## config.mk

```make
export PLATFORM = sky130hd
export DESIGN_NAME = cu_seq
export DESIGN_NICKNAME = d
export VERILOG_FILES = /design/src/rtl/cu_seq.sv
export SDC_FILE = /design/constraint.sdc
export NUM_CORES = 1
export LEC_CHECK = 0
export BUFFER_PORTS_ARGS = -buffer_cell sky130_fd_sc_hd__buf_2
export CAP_MARGIN = 20
export CORE_MARGIN = 1
export CORE_UTILIZATION = 55
export DETAILED_ROUTE_END_ITERATION = 7
export PLACE_DENSITY = 0.9
export SLEW_MARGIN = 10
export SYNTH_ARGS = -nofsm -noshare
export SYNTH_HDL_FRONTEND = slang
export SYNTH_SLANG_ARGS = --single-unit
```

## constraint.sdc

```tcl
create_clock -name clk -period 6.7 [get_ports clk]
set_input_delay 0.67 -clock clk [delete_from_list [all_inputs] [get_ports clk]]
set_output_delay 0.67 -clock clk [all_outputs]
set_load 0.05 [all_outputs]
```

## src/rtl/cu_seq.sv

```systemverilog
// rtl/cu_seq.sv - multi-cycle control sequencer with call/return stack and memory watchdog
module cu_seq #(
    parameter int INSTR_W     = 16,
    parameter int PC_W        = 5,
    parameter int FLAG_W      = 8,
    parameter int STACK_DEPTH = 4,
    parameter int MEM_TIMEOUT = 0
) (
    input  logic                               clk,
    input  logic                               rst_n,
    input  logic                               instr_valid,
    output logic                               instr_ready,
    input  logic [INSTR_W-1:0]                 instr,
    input  logic [PC_W-1:0]                    pc_cur,
    input  logic [FLAG_W-1:0]                  flags,
    input  logic                               mem_ack,
    output logic                               reg_write,
    output logic [3:0]                         alu_op,
    output logic                               mem_read,
    output logic                               mem_write,
    output logic                               pc_inc,
    output logic                               pc_load,
    output logic [PC_W-1:0]                    pc_target,
    output logic                               hlt,
    output logic                               fault,
    output logic [1:0]                         fault_code,
    output logic [$clog2(STACK_DEPTH+1)-1:0]   stack_level
);
    localparam int LVL_W = $clog2(STACK_DEPTH + 1);
    localparam int IDX_W = (STACK_DEPTH > 1) ? $clog2(STACK_DEPTH) : 1;
    localparam int T_W   = (MEM_TIMEOUT > 1) ? $clog2(MEM_TIMEOUT) : 1;
    localparam logic [T_W-1:0] TIMER_LAST = T_W'((MEM_TIMEOUT > 0) ? MEM_TIMEOUT - 1 : 0);
    localparam logic [1:0] FC_OVF = 2'b01, FC_UNF = 2'b10, FC_TMO = 2'b11;

    typedef enum logic [2:0] {S_FETCH, S_EXEC, S_MEM_WAIT, S_HALT, S_FAULT} state_t;

    state_t             state, state_nxt;
    logic [INSTR_W-1:0] ir;
    logic [PC_W-1:0]    ret_addr;
    logic [PC_W-1:0]    stack_mem [STACK_DEPTH];
    logic [LVL_W-1:0]   level;
    logic [T_W-1:0]     timer;
    logic [1:0]         fault_code_q, fault_code_nxt;
    logic               fault_now, push, pop;

    logic [3:0]      opcode, cond;
    logic [PC_W-1:0] ir_target;
    logic [IDX_W-1:0] push_idx, pop_idx;
    logic            is_lod;
    logic            unused_ir_bits;

    assign opcode         = ir[INSTR_W-1 -: 4];
    assign cond           = ir[INSTR_W-5 -: 4];
    assign ir_target      = ir[PC_W-1:0];
    assign is_lod         = (opcode == 4'b1110);
    assign push_idx       = IDX_W'(level);
    assign pop_idx        = IDX_W'(level - LVL_W'(1));
    assign unused_ir_bits = ^ir[INSTR_W-9:PC_W];

    always_ff @(posedge clk) begin
        if (!rst_n) begin
            state        <= S_FETCH;
            ir           <= '0;
            ret_addr     <= '0;
            level        <= '0;
            timer        <= '0;
            fault_code_q <= '0;
        end else begin
            state <= state_nxt;
            if (state == S_FETCH && instr_valid) begin
                ir       <= instr;
                ret_addr <= pc_cur + PC_W'(1);
            end
            if (push)
                level <= level + LVL_W'(1);
            else if (pop)
                level <= level - LVL_W'(1);
            timer <= (state == S_MEM_WAIT && !mem_ack) ? timer + T_W'(1) : '0;
            if (fault_now)
                fault_code_q <= fault_code_nxt;
        end
    end

    always_ff @(posedge clk) begin
        if (push)
            stack_mem[push_idx] <= ret_addr;
    end

    // Outputs are forced low while reset is held so an aborted access issues no strobes.
    always_comb begin
        state_nxt      = state;
        instr_ready    = 1'b0;
        reg_write      = 1'b0;
        alu_op         = '0;
        mem_read       = 1'b0;
        mem_write      = 1'b0;
        pc_inc         = 1'b0;
        pc_load        = 1'b0;
        pc_target      = '0;
        hlt            = 1'b0;
        fault          = 1'b0;
        fault_code     = '0;
        stack_level    = '0;
        fault_now      = 1'b0;
        fault_code_nxt = '0;
        push           = 1'b0;
        pop            = 1'b0;
        if (rst_n) begin
            stack_level = level;
            case (state)
                S_FETCH: begin
                    instr_ready = 1'b1;
                    if (instr_valid)
                        state_nxt = S_EXEC;
                end
                S_EXEC: begin
                    state_nxt = S_FETCH;
                    case (opcode)
                        4'b0000: begin
                            hlt       = 1'b1;
                            state_nxt = S_HALT;
                        end
                        4'b1011: begin
                            pc_load   = 1'b1;
                            pc_target = ir_target;
                        end
                        4'b1100: begin
                            if (!cond[3]) begin
                                pc_load   = flags[cond[2:0]];
                                pc_inc    = !flags[cond[2:0]];
                                pc_target = flags[cond[2:0]] ? ir_target : '0;
                            end else begin
                                case (cond[2:0])
                                    3'b000: begin
                                        pc_load   = 1'b1;
                                        pc_target = ir_target;
                                    end
                                    3'b001: begin
                                        if (level == LVL_W'(STACK_DEPTH)) begin
                                            fault_now      = 1'b1;
                                            fault_code_nxt = FC_OVF;
                                        end else begin
                                            push      = 1'b1;
                                            pc_load   = 1'b1;
                                            pc_target = ir_target;
                                        end
                                    end
                                    3'b010: begin
                                        if (level == '0) begin
                                            fault_now      = 1'b1;
                                            fault_code_nxt = FC_UNF;
                                        end else begin
                                            pop       = 1'b1;
                                            pc_load   = 1'b1;
                                            pc_target = stack_mem[pop_idx];
                                        end
                                    end
                                    default: pc_inc = 1'b1;
                                endcase
                            end
                        end
                        4'b1110: begin
                            mem_read  = 1'b1;
                            state_nxt = S_MEM_WAIT;
                        end
                        4'b1111: begin
                            mem_write = 1'b1;
                            state_nxt = S_MEM_WAIT;
                        end
                        default: begin
                            alu_op    = opcode;
                            reg_write = (opcode != 4'b1101);
                            pc_inc    = 1'b1;
                        end
                    endcase
                end
                S_MEM_WAIT: begin
                    mem_read  = is_lod;
                    mem_write = !is_lod;
                    if (mem_ack) begin
                        pc_inc    = 1'b1;
                        reg_write = is_lod;
                        state_nxt = S_FETCH;
                    end else if (MEM_TIMEOUT != 0 && timer == TIMER_LAST) begin
                        fault_now      = 1'b1;
                        fault_code_nxt = FC_TMO;
                    end
                end
                S_HALT:  hlt = 1'b1;
                S_FAULT: begin
                    fault      = 1'b1;
                    fault_code = fault_code_q;
                end
                default: state_nxt = S_FETCH;
            endcase
            if (fault_now) begin
                fault      = 1'b1;
                fault_code = fault_code_nxt;
                state_nxt  = S_FAULT;
            end
        end
    end
endmodule

```

== Word-level counts from Yosys, hierarchy flattened ==
Memories as Yosys holds them, arrays and structs flattened.
Cells that the tools add are included.

* Bitwise operators: 2
* Mux-type cells: 81
* Equality and inequality tests: 17
* Reductions and logical operators: 16
* Order comparisons: 1
* Add/subtract/negate cells: 3

{| class="wikitable"
|+ Operator list
! kind !! count
|-
| 1-bit two-way mux || 44
|-
| 5-bit two-way mux || 6
|-
| 3-bit two-way mux || 6
|-
| 4-bit == test (second input constant) || 4
|-
| 1-bit one-hot mux with 2 select lines || 8
|-
| 5-bit one-hot mux with 3 select lines || 1
|-
| 2-bit two-way mux || 7
|-
| 4-bit two-way mux || 3
|-
| 3-bit one-hot mux with 4 select lines || 1
|-
| 5-bit one-hot mux with 2 select lines || 1
|-
| 3-bit by 2-bit == test with 1-bit output (second input constant) || 3
|-
| 3-bit zero test || 3
|-
| 2-bit one-hot mux with 2 select lines || 2
|-
| 3-bit by 1-bit == test with 1-bit output (second input constant) || 2
|-
| 3-bit == test (second input constant) || 2
|-
| 3-bit by 2-bit != test with 1-bit output (second input constant) || 2
|-
| 3-bit AND reduction || 2
|-
| 2-bit OR reduction || 3
|-
| 5-bit by 1-bit adder with 5-bit output (second input constant) || 1
|-
| 5-bit OR reduction || 1
|-
| 4-bit zero test || 1
|-
| 3-bit by 4-bit less-than comparator with 1-bit output (second input constant) || 1
|-
| 2-bit != test (second input constant) || 2
|-
| 4-bit != test (second input constant) || 1
|-
| other kinds (11) || 13
|}

* Memories kept: 1
* Bits in writable memories: 20
* Input port bits: 33
* Flip-flop bits (word level): 29

{| class="wikitable"
|+ Memories
! name !! words !! width !! rd ports !! clocked after Yosys merged registers in !! write ports !! line !! RTL
|-
| stack_mem || 4 || 5 || 1 || 0 || 1 || 40 || <nowiki>logic [PC_W-1:0] stack_mem [STACK_DEPTH];</nowiki>
|}

== Depth between registers and ports, before layout ==
* Depth after elaboration: 9
* Depth in mapped cells: 8

== Least setup slack after synthesis ==
Ideal clock, no wire load.

* Path type: register -> output
* Start point: register level[0]
* End point: output port pc_target[3]
* Stages on the path, launching flop included: 9
* Arrival time: 2631 ps
* Required time: 6030 ps
* Setup slack: 3399 ps
* Path through: dfxtp_1 -> clkbuf_1 -> inv_1 -> ha_1 -> nor2b_1 -> or3_4 -> nor2_1 -> a22oi_1 -> nor2_1

* Word-level cells in the longest chain between the ends: 8
* Elaborated cells on any way between the ends: 11
* Classes of those cells: add/sub (1); eq/ne (1); mux (7); reduce/logical (1); memory (1)

{| class="wikitable"
|+ Ends and longest elaborated chain
! what !! line !! RTL
|-
| start: declaration || 41 || <nowiki>logic [LVL_W-1:0] level;</nowiki>
|-
| start signal: assignment || 75 || <nowiki>level <= level + LVL_W'(1);</nowiki>
|-
| start signal: assignment || 77 || <nowiki>level <= level - LVL_W'(1);</nowiki>
|-
| 3-bit by 1-bit subtractor with 3-bit output || n/a ||
|-
| memory read 4 x 5 bit || n/a ||
|-
| 5-bit two-way mux || 149 || <nowiki>if (level == '0) begin</nowiki>
|-
| 5-bit one-hot mux with 3 select lines * || 133 || <nowiki>case (cond[2:0])</nowiki>
|-
| 5-bit two-way mux * || 128 || <nowiki>if (!cond[3]) begin</nowiki>
|-
| 5-bit one-hot mux with 2 select lines * || 118 || <nowiki>case (opcode)</nowiki>
|-
| 5-bit two-way mux * || 110 || <nowiki>case (state)</nowiki>
|-
| 5-bit two-way mux * || 108 || <nowiki>if (rst_n) begin</nowiki>
|-
| end: declaration || 23 || <nowiki>output logic [PC_W-1:0] pc_target,</nowiki>
|}

Every way passes the cells marked *; elsewhere a longest branch is shown, timed or not.

== Worst setup path after layout ==
Ends and elaborated chain as after synthesis.

==> metrics.txt <==
# TYPE chip_impl_metric gauge
chip_impl_metric{name="core.rowCount",unit=""} 24
chip_impl_info{name="tritoncts_clock_tree",value="built"} 1
chip_impl_metric{name="drive_above_1_share",unit="%"} 27.27
chip_impl_metric{name="routed_wire_length_per_instance",unit="microns"} 15.32
chip_impl_info{name="netlist_top_cells_area",value="sky130_fd_sc_hd__edfxtp_1, sky130_fd_sc_hd__dfxtp_1, sky130_fd_sc_hd__nand2_1"} 1
chip_impl_metric{name="ys_seq_elements",unit=""} 46
chip_impl_info{name="holdCritStartpoint",value="fault_code_q[1]$_SDFFE_PN0P_"} 1
chip_impl_info{name="clock_tree_root",value="sky130_fd_sc_hd__clkbuf_8"} 1
chip_impl_metric{name="fp.dieArea",unit="sq um"} 4906
chip_impl_metric{name="cts_repair_resize_count",unit=""} 0
chip_impl_metric{name="multi_input_area",unit="sq um"} 1326
chip_impl_metric{name="totalNegativeSetupSlack",unit="ps"} 0
chip_impl_info{name="status",value="completed"} 1
chip_impl_metric{name="worst_ep_required_time",unit="ps"} 6030
chip_impl_metric{name="power.leakage",unit="nW"} 1.175
chip_impl_metric{name="worst-slew-pin-transition",unit="ps"} 810.0
chip_impl_metric{name="chipWidth",unit="microns"} 70.04
chip_impl_metric{name="drt-initial-drc-count",unit=""} 147
chip_impl_metric{name="maxSlewViolCount",unit=""} 0
chip_impl_metric{name="cts.htree.levels",unit=""} 2
chip_impl_info{name="worst-setup-path-type",value="reg2out"} 1
chip_impl_metric{name="syn_to_final_growth",unit="%"} 13.71
chip_impl_metric{name="holdWs",unit="ps"} 462.6
chip_impl_info{name="worstSetupEndpointType",value="output pin"} 1
chip_impl_metric{name="grt_start_max_net_pins",unit=""} 32
chip_impl_metric{name="number_of_buffers_added_by_the_clock_tree_synthesis_step",unit=""} 5
chip_impl_metric{name="dr.pass1.iters",unit=""} 5
chip_impl_metric{name="max-slew-margin-rel",unit="%"} 46.00
chip_impl_metric{name="detail-route-antenna-nets",unit=""} 0
chip_impl_metric{name="worst_path_maximum_fanout",unit=""} 9
chip_impl_metric{name="synth_fp_nets",unit=""} 294
chip_impl_metric{name="synth_largest_type_area_fraction",unit="%"} 23.59
chip_impl_metric{name="postSynthAreaPerCell",unit="sq um"} 9.985
chip_impl_metric{name="arr_time_crit_path",unit="ps"} 2860
chip_impl_metric{name="post_synth_instance_area",unit="sq um"} 2546
chip_impl_metric{name="design.core.area",unit="sq um"} 4414
chip_impl_metric{name="detailed_route_wl",unit="mm"} 5.348
chip_impl_metric{name="asyncSetResetFlopFracSynth",unit="%"} 0
chip_impl_metric{name="grt_overflow",unit=""} 0
chip_impl_metric{name="die_h",unit="microns"} 70.04
chip_impl_metric{name="final.min_clock_period",unit="ps"} 3526
chip_impl_metric{name="power-per-cell-area",unit="nW/um^2"} 210.3
chip_impl_metric{name="post_cts_hold_fix_bufs",unit=""} 0
chip_impl_metric{name="n_fill_cell",unit=""} 353
chip_impl_info{name="rsz_0062_raised_after_global_routing",value="false"} 1
chip_impl_info{name="synth_ff_type",value="sky130_fd_sc_hd__dfxtp_1"} 1
chip_impl_metric{name="place_ws",unit="ps"} 3422
chip_impl_metric{name="place_congestion",unit=""} 0.8070
chip_impl_metric{name="syn-instance-count",unit=""} 255
chip_impl_metric{name="global_route.usage.total",unit="%"} 22.68
chip_impl_metric{name="tritoncts_num_sinks",unit=""} 46
chip_impl_metric{name="nets_finish",unit=""} 335
chip_impl_metric{name="fraction_of_the_cycle_the_final_worst_path_needs",unit="%"} 52.63
chip_impl_metric{name="clk_transition_reported_paths",unit="ps"} 90
chip_impl_info{name="synth.most_common_cell",value="sky130_fd_sc_hd__nand2_1"} 1
chip_impl_metric{name="clock_path_buffers",unit=""} 2
chip_impl_metric{name="finClkSkew",unit="ps"} 4.191
chip_impl_metric{name="total_count_of_hold_check_failures_in_the_final_report",unit=""} 0
chip_impl_metric{name="netlist-cell-type-count",unit=""} 59
chip_impl_metric{name="postCtsSetupRepairBufs",unit=""} 0
chip_impl_metric{name="setup_viol",unit=""} 0
chip_impl_metric{name="timing.final.ws_setup",unit="ps"} 3174
chip_impl_metric{name="clock.fmax",unit="MHz"} 283.6
chip_impl_metric{name="dp_hpwl",unit="mm"} 3.775
chip_impl_info{name="worst_setup_path_start_kind",value="flop"} 1
chip_impl_metric{name="num_antenna_cells",unit=""} 0
chip_impl_metric{name="vias",unit=""} 2093
chip_impl_metric{name="avgViaCountPerCell",unit=""} 5.997
chip_impl_metric{name="peakVddDrop",unit="mV"} 0.09923
chip_impl_metric{name="ys_seq_area_share",unit="%"} 44.03
chip_impl_metric{name="placement.io_buffers",unit=""} 51
chip_impl_info{name="yosys-top-cells-count",value="sky130_fd_sc_hd__nand2_1, sky130_fd_sc_hd__dfxtp_1, sky130_fd_sc_hd__edfxtp_1, sky130_fd_sc_hd__a21boi_0"} 1
chip_impl_metric{name="final-seq-area",unit="sq um"} 1121
chip_impl_metric{name="initial_core_utilization",unit="%"} 57.68
chip_impl_info{name="worst_setup_path_startpoint",value="level[0]$_SDFFE_PN0P_"} 1
chip_impl_metric{name="cap_violations",unit=""} 0
chip_impl_info{name="hold_path_class",value="reg2reg"} 1
chip_impl_metric{name="design.portCount",unit=""} 55
chip_impl_metric{name="grt_first_pass_wirelength",unit="mm"} 8.666
chip_impl_metric{name="drc",unit=""} 0
chip_impl_metric{name="synth_edf_count",unit=""} 20
chip_impl_info{name="r2r_start",value="level[0]$_SDFFE_PN0P_"} 1
chip_impl_info{name="yosysTopAreaCell",value="sky130_fd_sc_hd__edfxtp_1"} 1
chip_impl_metric{name="synthesis.yosys.warnings",unit=""} 0
chip_impl_metric{name="grt_pass1_vias",unit=""} 1923
chip_impl_metric{name="insertion_delay",unit="ps"} 300
chip_impl_metric{name="grt_antenna_before_repair",unit=""} 0
## power breakdown
part / total [W] / switching, W / internal, W / leakage [nW]
logic: 0.0000773 / 0.0000453 / 0.0000320 / 0.720
registers: 0.000323 / 0.0000188 / 0.000305 / 0.397
clock network: 0.000208 / 0.0000964 / 0.000112 / 0.0585
total: 0.000609 / 0.000161 / 0.000448 / 1.18
## stage by stage
step	power, W	area (sq um)	std cells	utilization (%)
after detailed placement	0.0004056	2783	341	63.04
final	0.0006088	2895	349	65.59
after global placement	0.0004014	2783	341	63.04
after global routing	0.0006311	2895	349	65.59
after CTS	0.0006124	2895	349	65.59
after floorplan	0.0003833	2546	255	-
## cells in the final DEF (no fill, tap or decap), drive strengths merged, types with 2 or more instances in the layout
cell     n
nor3b    4
nand4    4
mux2     3
and4bb   2
nand2b   3
and3     4
xnor2    3
o21ai    6
o22ai    3
a21o     2
nor4     2
a21oi    5
a31o     3
clkbuf   5
ha       6
dfxtp   26
mux2i    3
or3      2
xor2     3
mux4     5
nand3    7
buf     51
or2      3
and2    12
a22oi    5
nand2   40
a31oi    3
o211a    4
edfxtp  20
nor3     5
inv      5
nor2     9
o21a     2
a21boi  14
nor2b    8
## final cells by class
cell class / count / share of cell area [%]
Timing Repair Buffer: 51 / 8.816
Clock buffer: 5 / 2.377
Multi-Input combinational cell: 188 / 45.81
Inverter: 4 / 0.5186
Sequential cell: 46 / 38.72
Clock inverter: 3 / 1.513
Tap cell: 52 / 2.247
## worst paths after layout
kind / endpoint / slack, ps / depth (start not counted)
hold / removal: fault_code_q[1]$_SDFFE_PN0P_ / 460 / 1
hold reg to reg: fault_code_q[1]$_SDFFE_PN0P_ / 460 / 1
setup reg to reg: stack_mem[3][0]$_DFFE_PP_ / 4290 / 5
setup / recovery: pc_target[3] / 3170 / 8
## cells by family after synthesis
logic type      count (synthesis)  synth area share [%]
simple gates                  110                 23.73
xor+xnor                        6                 2.064
mux                            11                 6.929
fa+ha+maj                       6                 2.948
flops                          46                 44.03
buf+inv                        21                 3.882
compound gates                 55                 16.41
## sequential cells by signal, summed over array words and instances, names as in the netlist
name / count
ret_addr: 5
ir: 13
fault_code_q: 2
stack_mem: 20
state: 3
level: 3
## routing by layer
metal  GRT usage [%]  wire, microns  vias to the layer above
li1                -              -                     1011
met1           28.05           2369                      994
met2           38.68           2551                       79
met3           4.906            333                        9
met4           8.667             93                        0
met5               0              0                        -
## critical path, cell delays in order (launching register included)
cell	delay [ps]
sky130_fd_sc_hd__dfxtp_1	630
sky130_fd_sc_hd__inv_1	200
sky130_fd_sc_hd__ha_1	310
sky130_fd_sc_hd__nor2b_1	170
sky130_fd_sc_hd__or3_4	390
sky130_fd_sc_hd__nor2_1	320
sky130_fd_sc_hd__a22oi_1	160
sky130_fd_sc_hd__nor2_1	100
sky130_fd_sc_hd__buf_2	280
(Power assumes the default switching activity.)
